### config.mk
export PLATFORM = sky130hd
export DESIGN_NAME = prio_arbiter
export DESIGN_NICKNAME = d
export VERILOG_FILES = /design/src/rtl/prio_arbiter.sv
export SDC_FILE = /design/constraint.sdc
export NUM_CORES = 1
export LEC_CHECK = 0
export ABC_AREA = 1
export ABC_CLOCK_PERIOD_IN_PS = 1400
export BUFFER_PORTS_ARGS = -buffer_cell sky130_fd_sc_hd__buf_2
export CAP_MARGIN = 20
export CORE_AREA = 2 2 43 45
export DETAILED_ROUTE_END_ITERATION = 6
export DIE_AREA = 0 0 45 47
export GPL_ROUTABILITY_DRIVEN = 0
export SYNTH_ARGS = -nofsm -noshare
export SYNTH_HDL_FRONTEND = slang
export SYNTH_SLANG_ARGS = --single-unit
### constraint.sdc
create_clock -name clk -period 1.4 [get_ports clk]
set_clock_uncertainty 0.05 [all_clocks]
set_input_delay 0.14 -clock clk [delete_from_list [all_inputs] [get_ports clk]]
set_output_delay 0.14 -clock clk [all_outputs]
set_load 0.02 [all_outputs]
### src/rtl/prio_arbiter.sv
// prio_arbiter: three-requester arbiter with priority 2 > 1 > 0, a registered one-hot grant and a hold-time limit.
// Latency: a grant appears one edge after the request is seen in IDLE, and it is released one edge after the owner drops its request.
// Backpressure: there is none. A timed-out owner is locked out until it drops its request. Define ARB_ROUND_ROBIN_EN to rotate priority.
module prio_arbiter #(
  parameter int HOLD_MAX = 8
) (
  input  logic       clk,
  input  logic       rst,
  input  logic [2:0] req,
  output logic [2:0] gnt,
  output logic [1:0] gnt_id,
  output logic       busy,
  output logic       expire
);

  localparam int CW = $clog2(HOLD_MAX + 1);

  typedef enum logic {IDLE, GRANT} state_t;

  state_t        state_q, state_d;
  logic [2:0]    gnt_q, gnt_d;
  logic [2:0]    lock_q, lock_d, lock_set;
  logic [2:0]    eligible, pick;
  logic [CW-1:0] hold_q, hold_d;
  logic          expire_q, expire_d;
  logic          owner_req, at_limit;

  assign eligible  = req & ~lock_q;
  assign owner_req = |(req & gnt_q);
  assign at_limit  = (hold_q == CW'(HOLD_MAX));

`ifdef ARB_ROUND_ROBIN_EN
  logic [1:0] last_q, last_d;

  // Winner selection: the search order rotates so that the previous owner is checked last.
  always_comb begin
    pick = 3'b000;
    case (last_q)
      2'd1: begin
        if (eligible[0])      pick = 3'b001;
        else if (eligible[2]) pick = 3'b100;
        else if (eligible[1]) pick = 3'b010;
      end
      2'd2: begin
        if (eligible[1])      pick = 3'b010;
        else if (eligible[0]) pick = 3'b001;
        else if (eligible[2]) pick = 3'b100;
      end
      default: begin
        if (eligible[2])      pick = 3'b100;
        else if (eligible[1]) pick = 3'b010;
        else if (eligible[0]) pick = 3'b001;
      end
    endcase
  end

  // The last-owner pointer moves when a grant is issued. A release does not move it.
  always_comb begin
    last_d = last_q;
    if (state_q == IDLE && |eligible) begin
      if (pick[2])      last_d = 2'd2;
      else if (pick[1]) last_d = 2'd1;
      else              last_d = 2'd0;
    end
  end
`else
  // Winner selection: fixed priority, requester 2 highest.
  always_comb begin
    pick = 3'b000;
    if (eligible[2])      pick = 3'b100;
    else if (eligible[1]) pick = 3'b010;
    else if (eligible[0]) pick = 3'b001;
  end
`endif

  // State register: holds the FSM state, the grant, the hold counter, the lockout bits and the expire pulse.
  always_ff @(posedge clk) begin
    if (rst) begin
      state_q  <= IDLE;
      gnt_q    <= 3'b000;
      hold_q   <= '0;
      lock_q   <= 3'b000;
      expire_q <= 1'b0;
`ifdef ARB_ROUND_ROBIN_EN
      last_q   <= 2'd0;
`endif
    end else begin
      state_q  <= state_d;
      gnt_q    <= gnt_d;
      hold_q   <= hold_d;
      lock_q   <= lock_d;
      expire_q <= expire_d;
`ifdef ARB_ROUND_ROBIN_EN
      last_q   <= last_d;
`endif
    end
  end

  // Next state: issue a grant, extend it, release it, or revoke it on timeout.
  always_comb begin
    state_d  = state_q;
    gnt_d    = gnt_q;
    hold_d   = hold_q;
    expire_d = 1'b0;
    lock_set = 3'b000;
    case (state_q)
      IDLE: begin
        gnt_d = 3'b000;
        if (|eligible) begin
          state_d = GRANT;
          gnt_d   = pick;
          hold_d  = CW'(1);
        end
      end
      GRANT: begin
        if (!owner_req) begin
          state_d = IDLE;
          gnt_d   = 3'b000;
          hold_d  = '0;
        end else if (!at_limit) begin
          hold_d = hold_q + CW'(1);
        end else begin
          state_d  = IDLE;
          gnt_d    = 3'b000;
          hold_d   = '0;
          expire_d = 1'b1;
          lock_set = gnt_q;
        end
      end
      default: begin
        state_d = IDLE;
        gnt_d   = 3'b000;
        hold_d  = '0;
      end
    endcase
    // A low request clears its lock bit. The clear wins over a set in the same cycle.
    lock_d = (lock_q | lock_set) & req;
  end

  // Outputs: all are derived from registers, so gnt_id always tracks gnt.
  always_comb begin
    gnt    = gnt_q;
    busy   = |gnt_q;
    expire = expire_q;
    case (gnt_q)
      3'b100:  gnt_id = 2'd3;
      3'b010:  gnt_id = 2'd2;
      3'b001:  gnt_id = 2'd1;
      default: gnt_id = 2'd0;
    endcase
  end

endmodule

==> run summary <==
Once placement finished, the instance area stood at slightly above 700 um^2. The share of the synthesized area in compound gates (AO/OA/AOI/OAI) is 15.32%. The multi-input combinational cell area is between 300 and 400 um^2. The global-route wire length before repair came out at around 2300 um. The number of buffers added on ports is 11. The die area came out at roughly 2100 um^2. The fraction of synthesized cell area in xor and xnor cells is between 1 and 1.5%. The total non-filler cell area in the finished layout came out at just under 800 um^2. The area of the core came out at about 1700 um^2. Pin placement for this block handled 12 I/O pins. The combined global-route utilization of all metal layers is between 10% and 20%. The total congestion overflow after global routing is 0. The number of fill cells came out at ~170. The clock tree buffer depth came out at 2. By area, the combinational part of the netlist is dominated by simple AND/OR/NAND/NOR gates. The die is ~45 um wide. The worst hold path terminates at lock_q[0]. The clock slew at the register clock pins of the worst setup and hold paths is ~0.080 ns. Before CTS, the worst setup slack after placement is 0.1379 ns.

Counting every sink on the clock net gives 12. The estimated wirelength of the detail-placed design is 1034 um. The final worst-path cycle share is around 96%.

The minimum clock period came out at between 1 and 1.5 ns. The final hold slack is just under 0.07 ns. Counting tap cells, the placed design contains a total of between 100 and 150 instances. At the pin with the least slew margin, the transition time is between 0.2 and 0.25 ns. The critical path in this run is classified as flip-flop to primary output.

The number of detailed-routing iterations run before antenna repair is 4. The number of diodes added for antenna fixing is 0. The number of global-route vias before repair is 533.

The number of antenna violations at the first check in global routing came to 0. The number of library cell types mapped by synthesis is 19. The post-synth net total is between 90 and 100. The static leakage came out at ~0.34 nW. The final design utilization is a little under half.

The highest ir drop seen on vdd came out at just over 0.6 mV. The total number of H-tree levels came out at 1. From bottom edge to top edge, the die measures approximately 47 um. The worst register-to-register path begins at hold_q[0]. The post-synthesis adder-cell area fraction came out at around 3.9%. The initial core utilization is just under 40%. The classification of the worst-slack hold path is input pin to flip-flop. The root buffer cell is sky130_fd_sc_hd__clkbuf_4. The final max-slew violation count came to 0.

The internal reg-to-reg setup slack is approximately 0.1 ns. The arrival time of the worst setup path came out at ~1.2 ns. The standard-cell row count is 15.

The largest fanout of any net on the critical path came out at 6. The worst slew slack as a fraction of its limit is between 80 and 90%. STA classifies the critical path startpoint as a flip-flop. The run finished with clean final reports. The worst register-to-register path ends at gnt[2].

The depth of the worst hold-timing path came out at 3. The antenna violation net count after detailed routing came out at 0. The final number of setup-violating endpoints came out at 0. TritonCTS built the clock tree.

In the final layout, flip-flops and latches occupy 242.7 um^2. The clock reaches the later pin of the worst-skew pair after ~0.28 ns. The post-route non-filler standard cell count came out at around 120. The clock buffer count from CTS came out at 3. The share of layout cells above drive strength 1 came out at around a third. The DRC marker count from the first detailed-route iteration came out at 20. The total number of vias came out at roughly 610. The share of the Yosys chip area taken by registers is 37.72%.

STA classifies the critical path endpoint as a primary output. The worst hold path begins at req[0]. The reported max-cap violation count came out at 0. The proportion of power drawn by the clock network came out at between 30 and 40%. The pin count of the biggest net entering global routing came out at 10. The data required time of the critical path came out at between 1 and 1.5 ns. The vias per cell came out at about 5. The flip-flop and latch count after synthesis is 12.

The post-synthesis cell count came out at between 80 and 90. The count of yosys warnings during synthesis came out at 0. The power dissipated by switching net loads came out at 0.0002109 W. The setup slack of the critical path after layout came out at about 0.057 ns. The mean instance size in the synthesized netlist is roughly 7.4 um^2. The peak clock frequency supported by timing came out at 744.5 MHz. Compared with the post-synthesis result, the final layout area differs by 21.22%. The most critical setup path has its startpoint at gnt[1]. The number of hold violations in the final report is 0. The sequential cell fraction of total power is approximately 48%. The share of synthesized cell area in and, or, nand and nor gates is approximately 34%. The mapped netlist covers 636.9 um^2. For this run, the post-layout net count is 110.

In the final routed layout, each cell accounts on average for 11.87 um. In the routed design, unresolved DRC markers number 0. In the synthesized netlist, mux cells make up 0% of the area. The part of the total power dissipated in combinational logic came out at between 10 and 15%. In this run the power density over the cells is 980.7 nW/um^2. The internal power came out at ~0.00055 W. Measured in cells, the most critical reg-to-reg path has a length of 7. The switching power as a share of total power came out at 27.86%. The total wire length is between 1000 and 1500 um.
## power by group through the flow
stage	Combinational (W)	Sequential, W	Clock (W)
after floorplan	0.0000653	0.000373	0
after global placement	0.000103	0.000368	0
after detailed placement	0.000104	0.000368	0
after CTS	0.000104	0.000361	0.000288
after global routing	0.000119	0.000363	0.000298
final	0.000108	0.000362	0.000287
## cell type report
| class | instances | area share [%] |
|---|---|---|
| Clock buffer | 4 | 4.700 |
| Tap cell | 17 | 2.755 |
| Inverter | 12 | 5.835 |
| Sequential cell | 12 | 31.44 |
| Timing Repair Buffer | 13 | 9.400 |
| Multi-Input combinational cell | 61 | 45.87 |
## routing by layer
layer	global-route usage (%)	part of all wire (%)	vias to the layer above
met5	0	0	-
li1	-	-	309
met4	10.59	2.5	0
met3	3.462	3.9	6
met2	24.57	46	12
met1	18.18	48	280
## per-stage QoR
step / total power [W] / TNS, ns
5_1_grt: 0.0007800 / -0.0008139
4_1_cts: 0.0007538 / 0
6_report: 0.0007571 / 0
3_3_place_gp: 0.0004713 / 0
3_5_place_dp: 0.0004724 / 0
2_1_floorplan: 0.0004379 / 0
## how the worst max path moves through the flow
stage | end | slack (ns) | cells after the start
finish | gnt_id[0] | 0.06 | 5
global route | gnt_id[0] | -0.0008 | 5
CTS | gnt_id[1] | 0.005 | 5
detailed placement | hold_q[2] | 0.14 | 7
global placement | gnt[2] | 0.19 | 7
floorplan | gnt_id[1] | 0.13 | 2
## flip-flops by register name (all words and copies together) (netlist names)
name	count
state_q	1
expire	1
hold_q	4
gnt	3
lock_q	3
## worst max-delay path: stages, from the launching register on
cell,delay (ns)
sky130_fd_sc_hd__dfxtp_2,0.33
sky130_fd_sc_hd__buf_4,0.15
sky130_fd_sc_hd__nor2_4,0.08
sky130_fd_sc_hd__nand2_1,0.07
sky130_fd_sc_hd__o21ai_0,0.07
sky130_fd_sc_hd__buf_2,0.18
## repair_timing
action,4_1_cts,5_1_grt
setup buffers,0,0
gates resized for setup,0,6
hold buffers,0,0
setup endpoints to repair,0,2
## cell usage in the layout (no fill, tap or decap), drive strengths merged
cell type   n
nand4       2
nand2      29
buf        13
nor2        2
nor3        2
xor2        1
inv        12
nand3       8
o21ai       3
ha          2
clkbuf      4
dfxtp      12
a21oi      12
## Yosys cell counts
cell type / instances / area, um^2
sky130_fd_sc_hd__nand3_2: 2 / 20.02
sky130_fd_sc_hd__nand2_1: 27 / 101.4
sky130_fd_sc_hd__xor2_1: 1 / 8.760
sky130_fd_sc_hd__nor3_1: 2 / 10.01
sky130_fd_sc_hd__o21ai_0: 3 / 15.01
sky130_fd_sc_hd__dfxtp_1: 12 / 240.2
sky130_fd_sc_hd__nor2_2: 1 / 6.260
sky130_fd_sc_hd__inv_1: 11 / 41.29
sky130_fd_sc_hd__nand3_4: 1 / 17.52
sky130_fd_sc_hd__a21oi_2: 6 / 52.55
sky130_fd_sc_hd__inv_2: 1 / 3.750
sky130_fd_sc_hd__ha_1: 2 / 25.02
sky130_fd_sc_hd__nor2_1: 1 / 3.750
sky130_fd_sc_hd__nand3_1: 5 / 25.02
sky130_fd_sc_hd__nand2_2: 2 / 12.51
sky130_fd_sc_hd__buf_2: 1 / 5.000
sky130_fd_sc_hd__nand4_2: 1 / 12.51
sky130_fd_sc_hd__nand4_1: 1 / 6.260
sky130_fd_sc_hd__a21oi_1: 6 / 30.03
## cells by family (layout without fill, tap and decap cells)
family	after synthesis	count (layout)
AO/OA/AOI/OAI	15	15
XOR/XNOR	1	1
adder cells (fa/ha/maj)	2	2
buffers and inverters	13	29
flip-flops	12	12
AND/OR/NAND/NOR	43	43
Power figures use the tool's default switching activity.
